`src/rtl/weight_loader_3_pkg.sv`:
```
// weight_loader_3_pkg: default layer-3 sizes and the loader FSM encoding shared by the layer loaders
package weight_loader_3_pkg;
  localparam int COEFF_WIDTH_DEF = 16;
  localparam int KERN_S_3 = 72;
  typedef enum logic [1:0] {IDLE = 2'd0, LOAD = 2'd1, READY = 2'd2} state_t;
endpackage

```
`src/rtl/weight_loader_3_coeff_ram.sv`:
```
// coeff_ram: simple dual-port coefficient RAM, one write port and one registered read-first read port
module coeff_ram #(
  parameter int mem_size = 72,
  parameter int data_width = 16,
  parameter int addr_w = $clog2(mem_size)
) (
  input  logic                  i_clk,
  input  logic                  i_rst_n,
  input  logic                  i_we,
  input  logic [addr_w-1:0]     i_waddr,
  input  logic [data_width-1:0] i_wdata,
  input  logic                  i_re,
  input  logic [addr_w-1:0]     i_raddr,
  output logic [data_width-1:0] o_rdata
);
  localparam logic [addr_w:0] SIZE = (addr_w + 1)'(mem_size);
  logic [data_width-1:0] r_mem [mem_size];
  logic                  w_in_range;
  assign w_in_range = {1'b0, i_raddr} < SIZE;
  // storage write; no reset so the array maps onto block RAM
  always_ff @(posedge i_clk)
    if (i_we) r_mem[i_waddr] <= i_wdata;
  // registered read: old content on a same-address write, zero beyond the kernel, holds when idle
  always_ff @(posedge i_clk or negedge i_rst_n)
    if (!i_rst_n) o_rdata <= '0;
    else if (i_re) o_rdata <= w_in_range ? r_mem[i_raddr] : '0;
endmodule

```
`src/rtl/weight_loader_3.sv`:
```
// weight_loader_3: drains one kernel of coefficients from the stream into RAM and serves reads;
// optional running checksum of popped coefficients when WEIGHT_LOADER_CHECKSUM_EN is defined
module weight_loader_3
  import weight_loader_3_pkg::*;
#(
  parameter int COEFF_WIDTH = COEFF_WIDTH_DEF,
  parameter int KERN_SIZE = KERN_S_3,
  parameter int ADDR_W = $clog2(KERN_SIZE)
) (
  input  logic                   ap_clk,
  input  logic                   ap_rst_n,
  input  logic                   start,
  input  logic [COEFF_WIDTH-1:0] input_V_dout,
  input  logic                   input_V_empty_n,
  output logic                   input_V_read,
  output logic                   weights_ready,
  output logic                   load_done,
  input  logic                   rd_en,
  input  logic [ADDR_W-1:0]      rd_addr,
  output logic [COEFF_WIDTH-1:0] rd_data
`ifdef WEIGHT_LOADER_CHECKSUM_EN
  ,
  output logic [COEFF_WIDTH+ADDR_W-1:0] checksum
`endif
);
  state_t            r_state, w_next;
  logic [ADDR_W-1:0] r_wcnt;
  logic              r_load_done, w_enter, w_last;
  assign w_enter = r_state != LOAD && start;
  assign w_last = input_V_read && r_wcnt == ADDR_W'(KERN_SIZE - 1);
  assign load_done = r_load_done;
  // state register
  always_ff @(posedge ap_clk or negedge ap_rst_n)
    if (!ap_rst_n) r_state <= IDLE;
    else r_state <= w_next;
  // next state: start (re)loads from IDLE or READY, the last pop finishes the load
  always_comb w_next = w_enter ? LOAD : w_last ? READY : r_state;
  // outputs decoded from state; popping is only ever possible while loading
  always_comb begin
    input_V_read = r_state == LOAD && input_V_empty_n;
    weights_ready = r_state == READY;
  end
  // write index: restarts on each load, wraps after the final coefficient, holds on stalls
  always_ff @(posedge ap_clk or negedge ap_rst_n)
    if (!ap_rst_n) r_wcnt <= '0;
    else if (w_enter || w_last) r_wcnt <= '0;
    else if (input_V_read) r_wcnt <= r_wcnt + 1'b1;
  // completion pulse lands alongside the switch to READY
  always_ff @(posedge ap_clk or negedge ap_rst_n)
    if (!ap_rst_n) r_load_done <= 1'b0;
    else r_load_done <= w_last;
`ifdef WEIGHT_LOADER_CHECKSUM_EN
  logic [COEFF_WIDTH+ADDR_W-1:0] r_sum;
  assign checksum = r_sum;
  // wrapping signed sum of every popped coefficient in the current load
  always_ff @(posedge ap_clk or negedge ap_rst_n)
    if (!ap_rst_n) r_sum <= '0;
    else if (w_enter) r_sum <= '0;
    else if (input_V_read) r_sum <= r_sum + {{ADDR_W{input_V_dout[COEFF_WIDTH-1]}}, input_V_dout};
`endif
  coeff_ram #(
    .mem_size(KERN_SIZE),
    .data_width(COEFF_WIDTH),
    .addr_w(ADDR_W)
  ) u_ram (
    .i_clk(ap_clk),
    .i_rst_n(ap_rst_n),
    .i_we(input_V_read),
    .i_waddr(r_wcnt),
    .i_wdata(input_V_dout),
    .i_re(rd_en),
    .i_raddr(rd_addr),
    .o_rdata(rd_data)
  );
endmodule

```
`config.mk`:
```
export PLATFORM = sky130hd
export DESIGN_NAME = weight_loader_3
export DESIGN_NICKNAME = d
export VERILOG_FILES = /design/src/rtl/weight_loader_3_pkg.sv /design/src/rtl/weight_loader_3_coeff_ram.sv /design/src/rtl/weight_loader_3.sv
export SDC_FILE = /design/constraint.sdc
export NUM_CORES = 1
export LEC_CHECK = 0
export ABC_AREA = 1
export BUFFER_PORTS_ARGS = -buffer_cell sky130_fd_sc_hd__buf_2
export CAP_MARGIN = 20
export CORE_MARGIN = 2
export CORE_UTILIZATION = 28
export CTS_BUF_LIST = sky130_fd_sc_hd__clkbuf_16
export DETAILED_ROUTE_END_ITERATION = 8
export GPL_ROUTABILITY_DRIVEN = 0
export PLACE_DENSITY = 0.44
export RECOVER_POWER = 100
export SLEW_MARGIN = 10
export SYNTH_ARGS = -nofsm -noshare
export SYNTH_HDL_FRONTEND = slang
export SYNTH_SLANG_ARGS = --single-unit
```
`constraint.sdc`:
```
create_clock -name ap_clk -period 2.65 [get_ports ap_clk]
set_input_delay 0.53 -clock ap_clk [delete_from_list [all_inputs] [get_ports ap_clk]]
set_output_delay 0.53 -clock ap_clk [all_outputs]
set_load 0.01 [all_outputs]
```
# --- Word level (Yosys, flattened, before mapping) ---
# Memories as Yosys holds them, arrays and structs flattened.
# Index checks and enable logic that the tools add are counted.
word_totals:
  mem_count: 1
  output_inout_bits: 19
  in_bits: 28
  ff_bits: 26
  ram_bits: 1152
  wordCells: 24
op_classes:
  reduce_logical: 6
  order_cmp: 1
  add_sub_neg: 1
  n_eq_ne: 4
  n_mux: 7
mem_list:
  columns: ["name", "depth", "width", "read_ports", "rd_ports_with_merged_regs", "write_ports", "line", "rtl"]
  rows:
  - ["u_ram.r_mem", 72, 16, 1, 0, 1, "weight_loader_3_coeff_ram.sv:17", "logic [data_width-1:0] r_mem [mem_size];"]
ops:
  columns: ["op", "n"]
  rows:
  - ["$mux W16", 1]
  - ["$mux W7", 2]
  - ["$add A7 B1 Y7 const B", 1]
  - ["$eq A7 B7 Y1 const B", 1]
  - ["$lt A7 B7 Y1 const B", 1]
  - ["$mux W2", 2]
  - ["$reduce_bool A2 Y1", 2]
  - ["$logic_and A1 B1 Y1", 3]
  - ["$eq A2 B1 Y1 const B", 1]
  - ["$eq A2 B2 Y1 const B", 1]
  - ["$mux W1", 2]
  - ["$ne A2 B1 Y1 const B", 1]
  - ["$logic_or A1 B1 Y1", 1]

# --- Longest topological paths before layout ---
depth:
  word_depth: 5
  mapped_depth: 18
  ltp_nobuf: 15

# --- Modules after synthesis ---
# A second synthesis with hierarchy kept.
unflattened:
  hier_cells: 4315
  area_unflattened_um2: 48898.1
modules_own_cells:
  columns: ["module", "instances", "area_per_inst_um2", "cells_each", "seq_area_each_um2"]
  rows:
  - ["coeff_ram", 1, 48351.4, 4246, 34993.6]
  - ["weight_loader_3", 1, 546.8, 69, 250.2]

# --- Worst setup path after synthesis ---
# No wires, ideal clock.
synth_path:
  kind: "in2reg"
  start: "in input_V_empty_n"
  end: "mem u_ram.r_mem[63][0] (enable)"
  t_arrival_ns: 2.328
  path_buffers: 0
  stages: 6
  required_time_ns: 2.241
  slack_ns: -0.088
  setup_ns: 0.409
  cell_sequence: "nand3_1 > inv_2 > nand2_1 > inv_1 > nand2_1 > nor3_1"
synth_via:
  elab_chain_cells: 3
synth_rtl:
  columns: ["item", "line", "rtl"]
  rows:
  - ["start, declared", "weight_loader_3.sv:14", "input logic input_V_empty_n,"]
  - ["$logic_and A1 B1 Y1", "weight_loader_3.sv:40", "input_V_read = r_state == LOAD && input_V_empty_n;"]
  - ["via input_V_read", "weight_loader_3.sv:15", "output logic input_V_read,"]
  - ["$mux W1", "weight_loader_3_coeff_ram.sv:22", "if (i_we) r_mem[i_waddr] <= i_wdata;"]
  - ["$mux W1 (not written as such)", "weight_loader_3_coeff_ram.sv:22", null]
  - ["end, declared", "weight_loader_3_coeff_ram.sv:17", null]
# The timed path passes the listed nets, and every way through them passes these cells.

# --- Final worst setup path ---
layout_path:
  start: "in input_V_dout[9]"
  end: "mem u_ram.r_mem[4][9] (data pin)"
layout_rtl:
  columns: ["item", "line", "rtl"]
  rows:
  - ["start, declared", "weight_loader_3.sv:13", "input logic [COEFF_WIDTH-1:0] input_V_dout,"]
# Straight into the memory's write port.

==> out/qor.yml <==
floorplanning:
  core_area_um2: 169500
  die_x_um: 417.1
  start_util_pct: 28.20
  die_h_um: 417.1
  num_rows: 151
  io_pins: 47
  dieArea_um2: 174000
worst_setup_path:
  cp_top_family: "buffers and inverters"
  critPathKind: "input port to flop"
  crit_slowest_cell: "clkbuf_1"
  worstSetupStartpointType: "input port"
  path_max_fanout: 31
  cp.arrival_ns: 3.00
  end_kind: "flop"
  crit_chain: "clkbuf_1 > clkbuf_2"
  critPathRequiredTime_ns: 3.17
  cp_num_buf_inv: 2
  slowest_delay_ns: 1.81
timing:
  slew_viol_final: 526
  min_period_ns: 2.483
  slew_headroom_pct: -79.49
  fmax_ghz: 0.4028
  setup_viol: 0
  final.period_utilization_pct: 93.69
  grt_setup_unrepaired: "false"
  hold_violations: 0
  clock_skew_ns: 0.02468
  tightest_slew_ns: 2.692
pwr:
  power_density_nw_per_um2: 759.3
  irDropWorstVdd_mv: 0.6648
  power_leakage_nw: 20.06
routing:
  wirelength_um: 153400
  drc_errors: 0
  vias: 31450
  drt_first_pass_iters: 5
  wl_per_cell_um: 23.36
  antenna_left: 0
  via_per_inst: 4.789
  drt_iter0_markers: 2928
clock_tree:
  clk_pin_slew_worst_paths_ns: 0.06
  cts_tree: "done"
  clock_latency_ns: 0.77
  cts_post_setup_buffers_inserted: 0
  cts_buffers: 136
  clock-sinks: 1178
  hold_buffers: 1
  cts_root_buf: "clkbuf_16"
  clock_path_buffers: 3
  cts_resized: 0
  h-tree-depth: 4
final_layout:
  drive_gt1_share_pct: 11.78
  fin_cells: 6566
  postLayoutCoreUtil_pct: 33.36
  fill_cells: 16800
  final_net_count: 4274
  fin_area_um2: 56540
  area_delta_synth_final_pct: 18.31
global_routing:
  grt_max_degree: 73
  grt_pass1_vias: 30690
  antenna_found_initial: 3
  grt_pass1_wl_um: 221700
  track_usage_pct: 17.48
  overflow: 0
placed_design:
  dp_cells: 6324
  dp_hpwl_um: 95390
  placed_cell_area_um2: 52980
  numPortBuffers: 46
logic_synthesis:
  synth-seq-area-share_pct: 73.75
  synth_cell_type_count: 26
  syn_area_per_cell_um2: 12.01
  synth_nets: 4007
  netlist_area_um2: 47790
  ys_ff_latch: 1178
  synth_cells: 3978
  synth_warnings: 0
min_path:
  hp-class: "input port to flop"
outcome:
  violations: "capacitance limit, slew limit"
  status: "finished, violations left"
job:
  drv_cap: 13
==> power breakdown <==
| group | internal (W) | switching [W] | total, W |
|---|---|---|---|
| combinational | 0.00104 | 0.00296 | 0.00400 |
| clock | 0.0101 | 0.00758 | 0.0176 |
| sequential | 0.0211 | 0.000204 | 0.0213 |
| total | 0.0322 | 0.0107 | 0.0429 |
==> state kept, by name, summed over array words and instances (netlist names) <==
name / cells
u_ram.o_rdata: 16
r_state: 2
r_wcnt: 7
u_ram.r_mem: 1152
load_done: 1
==> logic make-up (layout without fill, tap and decap cells) <==
logic type      Yosys count  in the layout  share of synthesized area (%)
compound gates          379            379                          4.440
xor+xnor                  2              2                        0.03666
fa+ha+maj                 1              1                        0.02618
buf+inv                 306            673                          3.548
flops                  1178           1178                          73.75
other cells               0              3                              0
simple gates           2112           2112                          18.20
==> stage by stage <==
| stage | setup WS (ns) | power, W | TNS, ns | hold WS [ns] |
|---|---|---|---|---|
| CTS | 0.2675 | 0.04347 | 0 | 0.04911 |
| floorplan | 0.3755 | 0.02354 | 0 | 0.2344 |
| finish | 0.1672 | 0.04293 | 0 | 0.1122 |
| global route | 0.09605 | 0.04438 | 0 | 0.1265 |
| global placement | -0.3856 | 0.02582 | -1.713 | 0.5166 |
| detailed placement | -0.3958 | 0.02582 | -1.631 | 0.5166 |
==> path summary, 6_finish.rpt <==
kind / to / cells after the start / slack, ns / start
max: u_ram.r_mem[4][9] / 2 / 0.17 / input_V_dout[9]
min: r_state[0] / 3 / 0.11 / start
max reg2reg: u_ram.r_mem[69][1] / 7 / 0.26 / r_state[1]
min reg2reg: u_ram.o_rdata[9] / 2 / 0.53 / u_ram.o_rdata[9]
max in group asynchronous: r_wcnt[4] / 2 / 0.58 / ap_rst_n
min in group asynchronous: load_done / 2 / 0.88 / ap_rst_n
==> final cells by class <==
cell class | count | area [um2] | area share [%]
Sequential cell | 1178 | 35240 | 62.34
Multi-Input combinational cell | 2494 | 10880 | 19.24
Clock buffer | 141 | 3528 | 6.241
Timing Repair Buffer | 379 | 3282 | 5.805
Tap cell | 2218 | 2775 | 4.908
Clock inverter | 97 | 585.6 | 1.036
Inverter | 56 | 239.0 | 0.4227
Antenna cell | 3 | 7.507 | 0.01328
==> layer usage <==
metal  GRT usage (%)  wire [um]  share of wire [%]
met4           5.109       3623                2.4
met5               0         12             0.0078
met3           2.576       7119                4.6
met1           24.36      70380                 46
met2           28.19      72230                 47
==> worst register-to-register path, stage by stage, from the launching register on <==
cell      delay (ns)
dfrtp_1         0.39
inv_1           0.08
nand3_1         0.16
nor2_1          0.32
nand2_1         0.09
buf_4           0.24
nor2_1          0.20
clkbuf_1        0.54
==> cell usage in the layout (no fill, tap or decap), types with 11 or more instances in the layout <==
master / instances
clkbuf_1: 52
o22ai_1: 15
a21oi_1: 15
o21ai_0: 247
o21ai_1: 32
clkbuf_16: 141
dfrtp_1: 26
nor2_2: 11
clkinv_2: 16
edfxtp_1: 1152
buf_4: 181
nand2_1: 994
clkbuf_2: 65
inv_1: 90
buf_2: 11
nor2_1: 496
buf_12: 64
o221ai_1: 25
nand3_1: 602
clkinv_1: 29
o211ai_1: 45
==> synth_stat cells (all sizes together) <==
| library cell | instances | area, um2 |
|---|---|---|
| edfxtp | 1152 | 34590 |
| nand2 | 994 | 3731 |
| nand3 | 602 | 3013 |
| nor2 | 507 | 1903 |
| o21ai | 279 | 1396 |
| buf | 191 | 1261 |
| clkbuf | 59 | 221.5 |
| inv | 53 | 201.4 |
| o211ai | 45 | 337.8 |
| dfrtp | 26 | 650.6 |
| o221ai | 25 | 219.0 |
| a21oi | 15 | 75.07 |
| o22ai | 15 | 93.84 |
| nor3 | 5 | 25.02 |
| clkinv | 3 | 11.26 |
| nand4 | 3 | 18.77 |
| xor2 | 2 | 17.52 |
| ha | 1 | 12.51 |
| nor3b | 1 | 7.510 |
No activity file was read; power rests on OpenSTA's default activity.
